<file path="config.mk">
export PLATFORM = sky130hd
export DESIGN_NAME = alu_op_arbiter
export DESIGN_NICKNAME = d
export VERILOG_FILES = /design/src/rtl/alu_pkg.sv /design/src/rtl/rr_pick.sv /design/src/rtl/alu_op_arbiter.sv
export SDC_FILE = /design/constraint.sdc
export NUM_CORES = 1
export LEC_CHECK = 0
export ABC_AREA = 1
export CORE_AREA = 2 2 158 160
export DETAILED_ROUTE_END_ITERATION = 8
export DIE_AREA = 0 0 160 162
export GPL_TIMING_DRIVEN = 1
export HOLD_SLACK_MARGIN = 0.05
export MAX_ROUTING_LAYER = met4
export PLACE_DENSITY = 0.61
export SKIP_CTS_REPAIR_TIMING = 1
export SLEW_MARGIN = 20
export SYNTH_ARGS = -nofsm -noshare
export SYNTH_HDL_FRONTEND = slang
export SYNTH_SLANG_ARGS = --single-unit
</file>
<file path="constraint.sdc">
create_clock -name i_clk -period 4.65 [get_ports i_clk]
set_input_delay 0.6975 -clock i_clk [delete_from_list [all_inputs] [get_ports i_clk]]
set_output_delay 0.6975 -clock i_clk [all_outputs]
set_load 0.01 [all_outputs]
</file>
<file path="src/rtl/alu_pkg.sv">
`default_nettype none
// ============================================================================
// Module      : alu_pkg
// Description : Shared definitions for the ALU operator arbiter.
//               - default operand and opcode widths
//               - opcode encodings for the shared operator
//               - clog2 helper used to size requester ids
// Config      : none (ALU_ARB_FIXED_PRIO_EN is consumed by rr_pick)
// Revision    : 1.0 - initial release
// ============================================================================
package alu_pkg;

  localparam int DATA_W_DEF = 32;
  localparam int OP_W_DEF   = 3;

  // Opcode encodings. The arbiter passes these through unchanged; they are
  // listed here so requesters and the operator agree on one table.
  localparam logic [2:0] OP_ADD  = 3'd0;
  localparam logic [2:0] OP_SUB  = 3'd1;
  localparam logic [2:0] OP_AND  = 3'd2;
  localparam logic [2:0] OP_OR   = 3'd3;
  localparam logic [2:0] OP_XOR  = 3'd4;
  localparam logic [2:0] OP_SHL  = 3'd5;
  localparam logic [2:0] OP_SHR  = 3'd6;
  localparam logic [2:0] OP_PASS = 3'd7;

  // Ceiling log2, clamped to at least 1 so a 1-bit id is always legal.
  function automatic int alu_clog2(input int n);
    int r;
    r = 0;
    for (int i = 0; i < 31; i++) begin
      if ((1 << i) < n) r = i + 1;
    end
    return (r < 1) ? 1 : r;
  endfunction

endpackage
`default_nettype wire

</file>
<file path="src/rtl/rr_pick.sv">
`default_nettype none
// ============================================================================
// Module      : rr_pick
// Description : Combinational rotating priority encoder. Returns the first
//               asserted bit of valid found when scanning upward from ptr
//               with wrap-around modulo NUM_REQ.
// Ports       : valid     in  NUM_REQ  request vector
//               ptr       in  ID_W     scan start index (0..NUM_REQ-1)
//               gnt       out ID_W     selected index (0 when none valid)
//               any_valid out 1        at least one request is valid
// Config      : ALU_ARB_FIXED_PRIO_EN - lowest index always wins, ptr ignored
// Revision    : 1.0 - initial release
// ============================================================================
module rr_pick #(
  parameter int NUM_REQ = 4,
  parameter int ID_W    = 2
) (
  input  logic [NUM_REQ-1:0] valid,
  input  logic [ID_W-1:0]    ptr,
  output logic [ID_W-1:0]    gnt,
  output logic               any_valid
);

  assign any_valid = |valid;

`ifdef ALU_ARB_FIXED_PRIO_EN

  // Start index is fixed at 0, so ptr carries no information here.
  logic ptr_unused;
  assign ptr_unused = ^ptr;

  always_comb begin
    gnt = '0;
    // Descending scan: the last hit written is the lowest index.
    for (int j = NUM_REQ - 1; j >= 0; j--) begin
      if (valid[j]) gnt = ID_W'(j);
    end
  end

`else

  // Each valid index is scored by its rotational distance from ptr; the
  // smallest distance wins. Only constant bit-selects of valid are used.
  int best;
  int off;

  always_comb begin
    gnt  = '0;
    best = NUM_REQ;
    off  = 0;
    for (int j = 0; j < NUM_REQ; j++) begin
      if (valid[j]) begin
        off = (j >= int'(ptr)) ? (j - int'(ptr)) : (j + NUM_REQ - int'(ptr));
        if (off < best) begin
          best = off;
          gnt  = ID_W'(j);
        end
      end
    end
  end

`endif

endmodule
`default_nettype wire

</file>
<file path="src/rtl/alu_op_arbiter.sv">
`default_nettype none
// ============================================================================
// Module      : alu_op_arbiter
// Description : Shares one combinational ALU operator among NUM_REQ
//               requesters. One request is granted per cycle (round-robin),
//               its operands are driven to the operator, and the result is
//               captured in a one-entry response register tagged with the
//               requester id.
// Ports       : i_clk        in  1               clock, rising edge
//               i_rst_n      in  1               async active-low reset
//               i_req_valid  in  NUM_REQ         request valid per requester
//               i_req_a      in  NUM_REQ*DATA_W  operand A, packed by index
//               i_req_b      in  NUM_REQ*DATA_W  operand B, packed by index
//               i_req_op     in  NUM_REQ*OP_W    opcode, packed by index
//               o_req_ready  out NUM_REQ         one-hot grant or zero
//               o_op_a       out DATA_W          operand A to operator
//               o_op_b       out DATA_W          operand B to operator
//               o_op_sel     out OP_W            opcode to operator
//               i_op_result  in  DATA_W          operator result, same cycle
//               o_rsp_valid  out 1               response register full
//               o_rsp_data   out DATA_W          registered result
//               o_rsp_id     out ID_W            producing requester index
//               i_rsp_ready  in  1               downstream accepts response
// Config      : ALU_ARB_FIXED_PRIO_EN - fixed priority (index 0 highest),
//               the round-robin pointer register is removed.
// Revision    : 1.0 - initial release
// ============================================================================
module alu_op_arbiter
  import alu_pkg::*;
#(
  parameter int NUM_REQ = 4,
  parameter int DATA_W  = DATA_W_DEF,
  parameter int OP_W    = OP_W_DEF,
  parameter int ID_W    = alu_clog2(NUM_REQ)
) (
  input  logic                      i_clk,
  input  logic                      i_rst_n,
  input  logic [NUM_REQ-1:0]        i_req_valid,
  input  logic [NUM_REQ*DATA_W-1:0] i_req_a,
  input  logic [NUM_REQ*DATA_W-1:0] i_req_b,
  input  logic [NUM_REQ*OP_W-1:0]   i_req_op,
  output logic [NUM_REQ-1:0]        o_req_ready,
  output logic [DATA_W-1:0]         o_op_a,
  output logic [DATA_W-1:0]         o_op_b,
  output logic [OP_W-1:0]           o_op_sel,
  input  logic [DATA_W-1:0]         i_op_result,
  output logic                      o_rsp_valid,
  output logic [DATA_W-1:0]         o_rsp_data,
  output logic [ID_W-1:0]           o_rsp_id,
  input  logic                      i_rsp_ready
);

  logic [ID_W-1:0] ptr;
  logic [ID_W-1:0] gnt;
  logic [ID_W-1:0] sel;
  logic            any_valid;
  logic            can_issue;
  logic            fire;

  rr_pick #(
    .NUM_REQ (NUM_REQ),
    .ID_W    (ID_W)
  ) u_pick (
    .valid     (i_req_valid),
    .ptr       (ptr),
    .gnt       (gnt),
    .any_valid (any_valid)
  );

  // The slot may be refilled in the same cycle it drains, giving one
  // result per cycle with no bubbles.
  assign can_issue = !o_rsp_valid || i_rsp_ready;

  // gnt always points at a valid requester when any_valid is set, so this is
  // exactly ready[gnt] && valid[gnt]. Reset gates it so no handshake can
  // complete while the response register is being cleared.
  assign fire = i_rst_n && can_issue && any_valid;

  always_comb begin
    o_req_ready = '0;
    for (int k = 0; k < NUM_REQ; k++) begin
      if (fire && (ID_W'(k) == gnt)) o_req_ready[k] = 1'b1;
    end
  end

  // With no request pending the operator still sees a defined operand set
  // (the pointer's requester), so its inputs never float or go X.
  assign sel = any_valid ? gnt : ptr;

  always_comb begin
    o_op_a   = i_req_a[0 +: DATA_W];
    o_op_b   = i_req_b[0 +: DATA_W];
    o_op_sel = i_req_op[0 +: OP_W];
    for (int k = 1; k < NUM_REQ; k++) begin
      if (ID_W'(k) == sel) begin
        o_op_a   = i_req_a[k*DATA_W +: DATA_W];
        o_op_b   = i_req_b[k*DATA_W +: DATA_W];
        o_op_sel = i_req_op[k*OP_W +: OP_W];
      end
    end
  end

  // Response register. Data and id hold across a drain so downstream can
  // still inspect the last result after o_rsp_valid falls.
  always_ff @(posedge i_clk or negedge i_rst_n) begin
    if (!i_rst_n) begin
      o_rsp_valid <= 1'b0;
      o_rsp_data  <= '0;
      o_rsp_id    <= '0;
    end else if (fire) begin
      o_rsp_valid <= 1'b1;
      o_rsp_data  <= i_op_result;
      o_rsp_id    <= gnt;
    end else if (i_rsp_ready) begin
      o_rsp_valid <= 1'b0;
    end
  end

`ifdef ALU_ARB_FIXED_PRIO_EN

  assign ptr = '0;

`else

  // Pointer moves just past the winner, and only on an accepted request.
  always_ff @(posedge i_clk or negedge i_rst_n) begin
    if (!i_rst_n) begin
      ptr <= '0;
    end else if (fire) begin
      ptr <= (gnt == ID_W'(NUM_REQ - 1)) ? '0 : gnt + 1'b1;
    end
  end

`endif

endmodule
`default_nettype wire
</file>
==> results of run 1 <==
-- routing by layer --
metal / part of all wire (%) / track usage (%)
met1: 43 / 20.84
met2: 48 / 31.39
met3: 7.5 / 3.984
met4: 2.1 / 4.914
met5: 0 / -
-- layout make-up --
type,count,share of cell area [%]
repair buffers,507,52.59
flip-flops and latches,37,9.048
clock inverters,1,0.04891
well taps,324,3.961
clock buffers,7,1.492
inverters,24,0.9537
diodes,1,0.02445
multi-input cells,642,31.89
-- layout by cell type (no fill, tap or decap), types with 2 or more instances in the layout --
master and instances:
o21a_1 67, dfrtp_1 37, clkbuf_2 15, buf_8 3
inv_1 15, clkbuf_16 23, o21ai_0 4, nand3_2 18
buf_2 13, dlymetal6s2s_1 28, ha_4 2, clkinv_1 2
nand3_1 115, nand2_1 372, clkbuf_8 2, nand3_4 2
buf_6 35, ha_1 9, ha_2 2, nor2_1 12
buf_12 15, inv_2 5, nand2_2 23, nand2_4 6
buf_4 41, clkdlybuf4s50_1 339
-- flip-flops by register name (all words and copies together) (netlist names) --
signal / count
o_rsp_data: 32
o_rsp_id: 2
o_rsp_valid: 1
ptr: 2
-- cells by family after synthesis --
logic type | share of synthesized area (%)
and+or+nand+nor | 52.59
AOI/OAI and AO/OA | 12.69
DFF | 21.20
buffers and inverters | 9.797
adders and majority gates | 3.724
-- tightest hold or removal path: cells and delay by family (launching register included) --
kind / cells / cell delay, ps
flops: 1 / 340
simple gates: 2 / 100
-- report_power, final --
part           internal (mW)  switching (mW)
registers              0.383          0.0431
clock network          0.227           0.131
logic                   4.47            4.84
-- path summary, 6_finish.rpt --
| kind | slack, ps | to |
|---|---|---|
| setup / recovery | -170 | o_op_a[22] |
| hold / removal | 480 | o_rsp_data[25]$_DFFE_PN0P_ |
| setup reg to reg | 1220 | ptr[1]$_DFFE_PN0P_ |
| hold reg to reg | 480 | o_rsp_data[25]$_DFFE_PN0P_ |
| max in group asynchronous | 3410 | o_rsp_data[1]$_DFFE_PN0P_ |
| min in group asynchronous | 910 | o_rsp_data[21]$_DFFE_PN0P_ |
==> flow_summary_export.csv, run 1 <==
group,metric,value,unit
cells_and_area,fill_cells,2521,
floorplan,die_y,162,um
clock_network,h-tree-depth,2,
clock_network,clock-root-buffer,"clkbuf_16",
status,outcome,"finished with violations",
synth,synth_warnings,0,
synth,ys_ff_latch,37,
critical_path,worstPathRequired,3950,ps
synth,async_flop_share,100.0,%
clock_network,cts.path.max_buffers,2,
grt,grt_max_degree,67,
synth,seq_area_frac_synth,21.20,%
place,placement.cell_area,0.009020,mm^2
sta,max_freq,0.2077,GHz
critical_path,critical_path_arrival,4120,ps
critical_path,reg2reg_depth,30,
synth,yosysMostFrequentCell,"nand2_1",
power_and_ir_drop,power_density,986.1,mW/mm^2
power_and_ir_drop,p_leak,5.086,nW
synth,synthTopCellsByArea,"nand2_1 (34%), dfrtp_1 (21%), nand3_1 (15%), o21a_1 (12%), ha_1 (3.7%)",
synth,synth_top_cell_area_share,33.94,%
hold_path,hold_path.class,"flop to flop",
synth,synthCells,759,
cells_and_area,stdcell_count,1543,
sta,finalSetupTns,-6825,ps
place,place_hpwl,18.22,mm
clock_network,path_clk_slew,50,ps
synth,syn-num-nets,1079,
sta,final-setup-viol-count,67,
sta,clock_skew,4.654,ps
floorplan,die_w,160,um
synth,synth_cell_types,24,
route,dr_total_vias,6877,
cells_and_area,drive_gt1_share,17.65,%
critical_path,critPathKind,"flop to output port",
floorplan,io-pin-count,413,
synth,synth_edf_count,0,
sta,hold_viol_final,0,
critical_path,critPathLaunchType,"flop",
floorplan,core_area,0.02411,mm^2
route,wl_per_cell,18.96,um
clock_network,insertion_delay,280,ps
sta,finalCritPeriodShare,103.6,%
grt,antenna_found_initial,1,
route,wl,29.26,mm
power_and_ir_drop,p_total,10.09,mW
hold_path,hold_path_depth,2,
grt,grt.overflow.total,0,
critical_path,cp_max_fo,8,
critical_path,reg2reg_from,"ptr[1]$_DFFE_PN0P_",
sta,relSlewSlack,38.07,%
floorplan,start_util,18.12,%
sta,hold_ws,475.6,ps
sta,finalCriticalPeriod,4815,ps
cells_and_area,final_util,42.45,%
synth,synth_top_area_cell,"nand2_1",
critical_path,crit_top_cell,"nand2_1",
route,initialDrtViolationCount,434,
sta,slew_violations,0,
cells_and_area,multi_input_area,0.003263,mm^2
clock_network,cts_buffers,5,
flow_run,drv_cap,0,
status,violations,"setup timing",
sta,tightest_slew,923.3,ps
grt,grt_use_total,17.96,%
critical_path,path_buf_inv,7,
clock_network,clkSinkCount,37,
route,post-route-drc-count,0,
synth,syn_avg_cell_area,5.755,um^2
route,viasPerCell,4.457,
sta,worst_slack,-165.5,ps
critical_path,cp_slowest_stage_delay,410,ps
cells_and_area,final_area,0.01023,mm^2
place,place_ws,-803.7,ps
cells_and_area,register_area,925.9,um^2
floorplan,die_area,0.02592,mm^2
route,drt_first_pass_iters,5,
grt,grt_first_pass_wirelength,35.90,mm
synth,netlist_area,0.004368,mm^2
power_and_ir_drop,ir_drop,0.0003842,V
sta,rsz0062_at_grt,"yes",
clock_network,cts_tree,"built",
place,gp_congestion,0.8768,
critical_path,worst_setup_path_end_kind,"output port",
synth,yosys_most_used_dff,"dfrtp_1",
synth,ys_top_cells_by_count,"nand2_1 (395), nand3_1 (135), o21a_1 (67), dfrtp_1 (37)",
floorplan,rows,57,
cells_and_area,area_growth,134.3,%
place,dp.cells,1480,
critical_path,cp-startpoint,"ptr[1]$_DFFE_PN0P_",
place,portBuffers,412,
critical_path,cp.depth,35,
hold_path,hp-start,"o_rsp_data[25]$_DFFE_PN0P_",
route,drtAntennaViolNets,0,
grt,grt_pass1_vias,6351,
critical_path,crit_family,"simple AND/OR/NAND/NOR gates",
cells_and_area,final_nets,1537,
critical_path,critPathSlowestCell,"dfrtp_1",
(Power assumes the default switching activity.)
==> inputs of run 2 (changes only) <==
Settings changed: CTS_CLUSTER_DIAMETER set to 100.
==> results of run 2 <==
The final DEF is identical to that of run 1; final timing and power are the same.
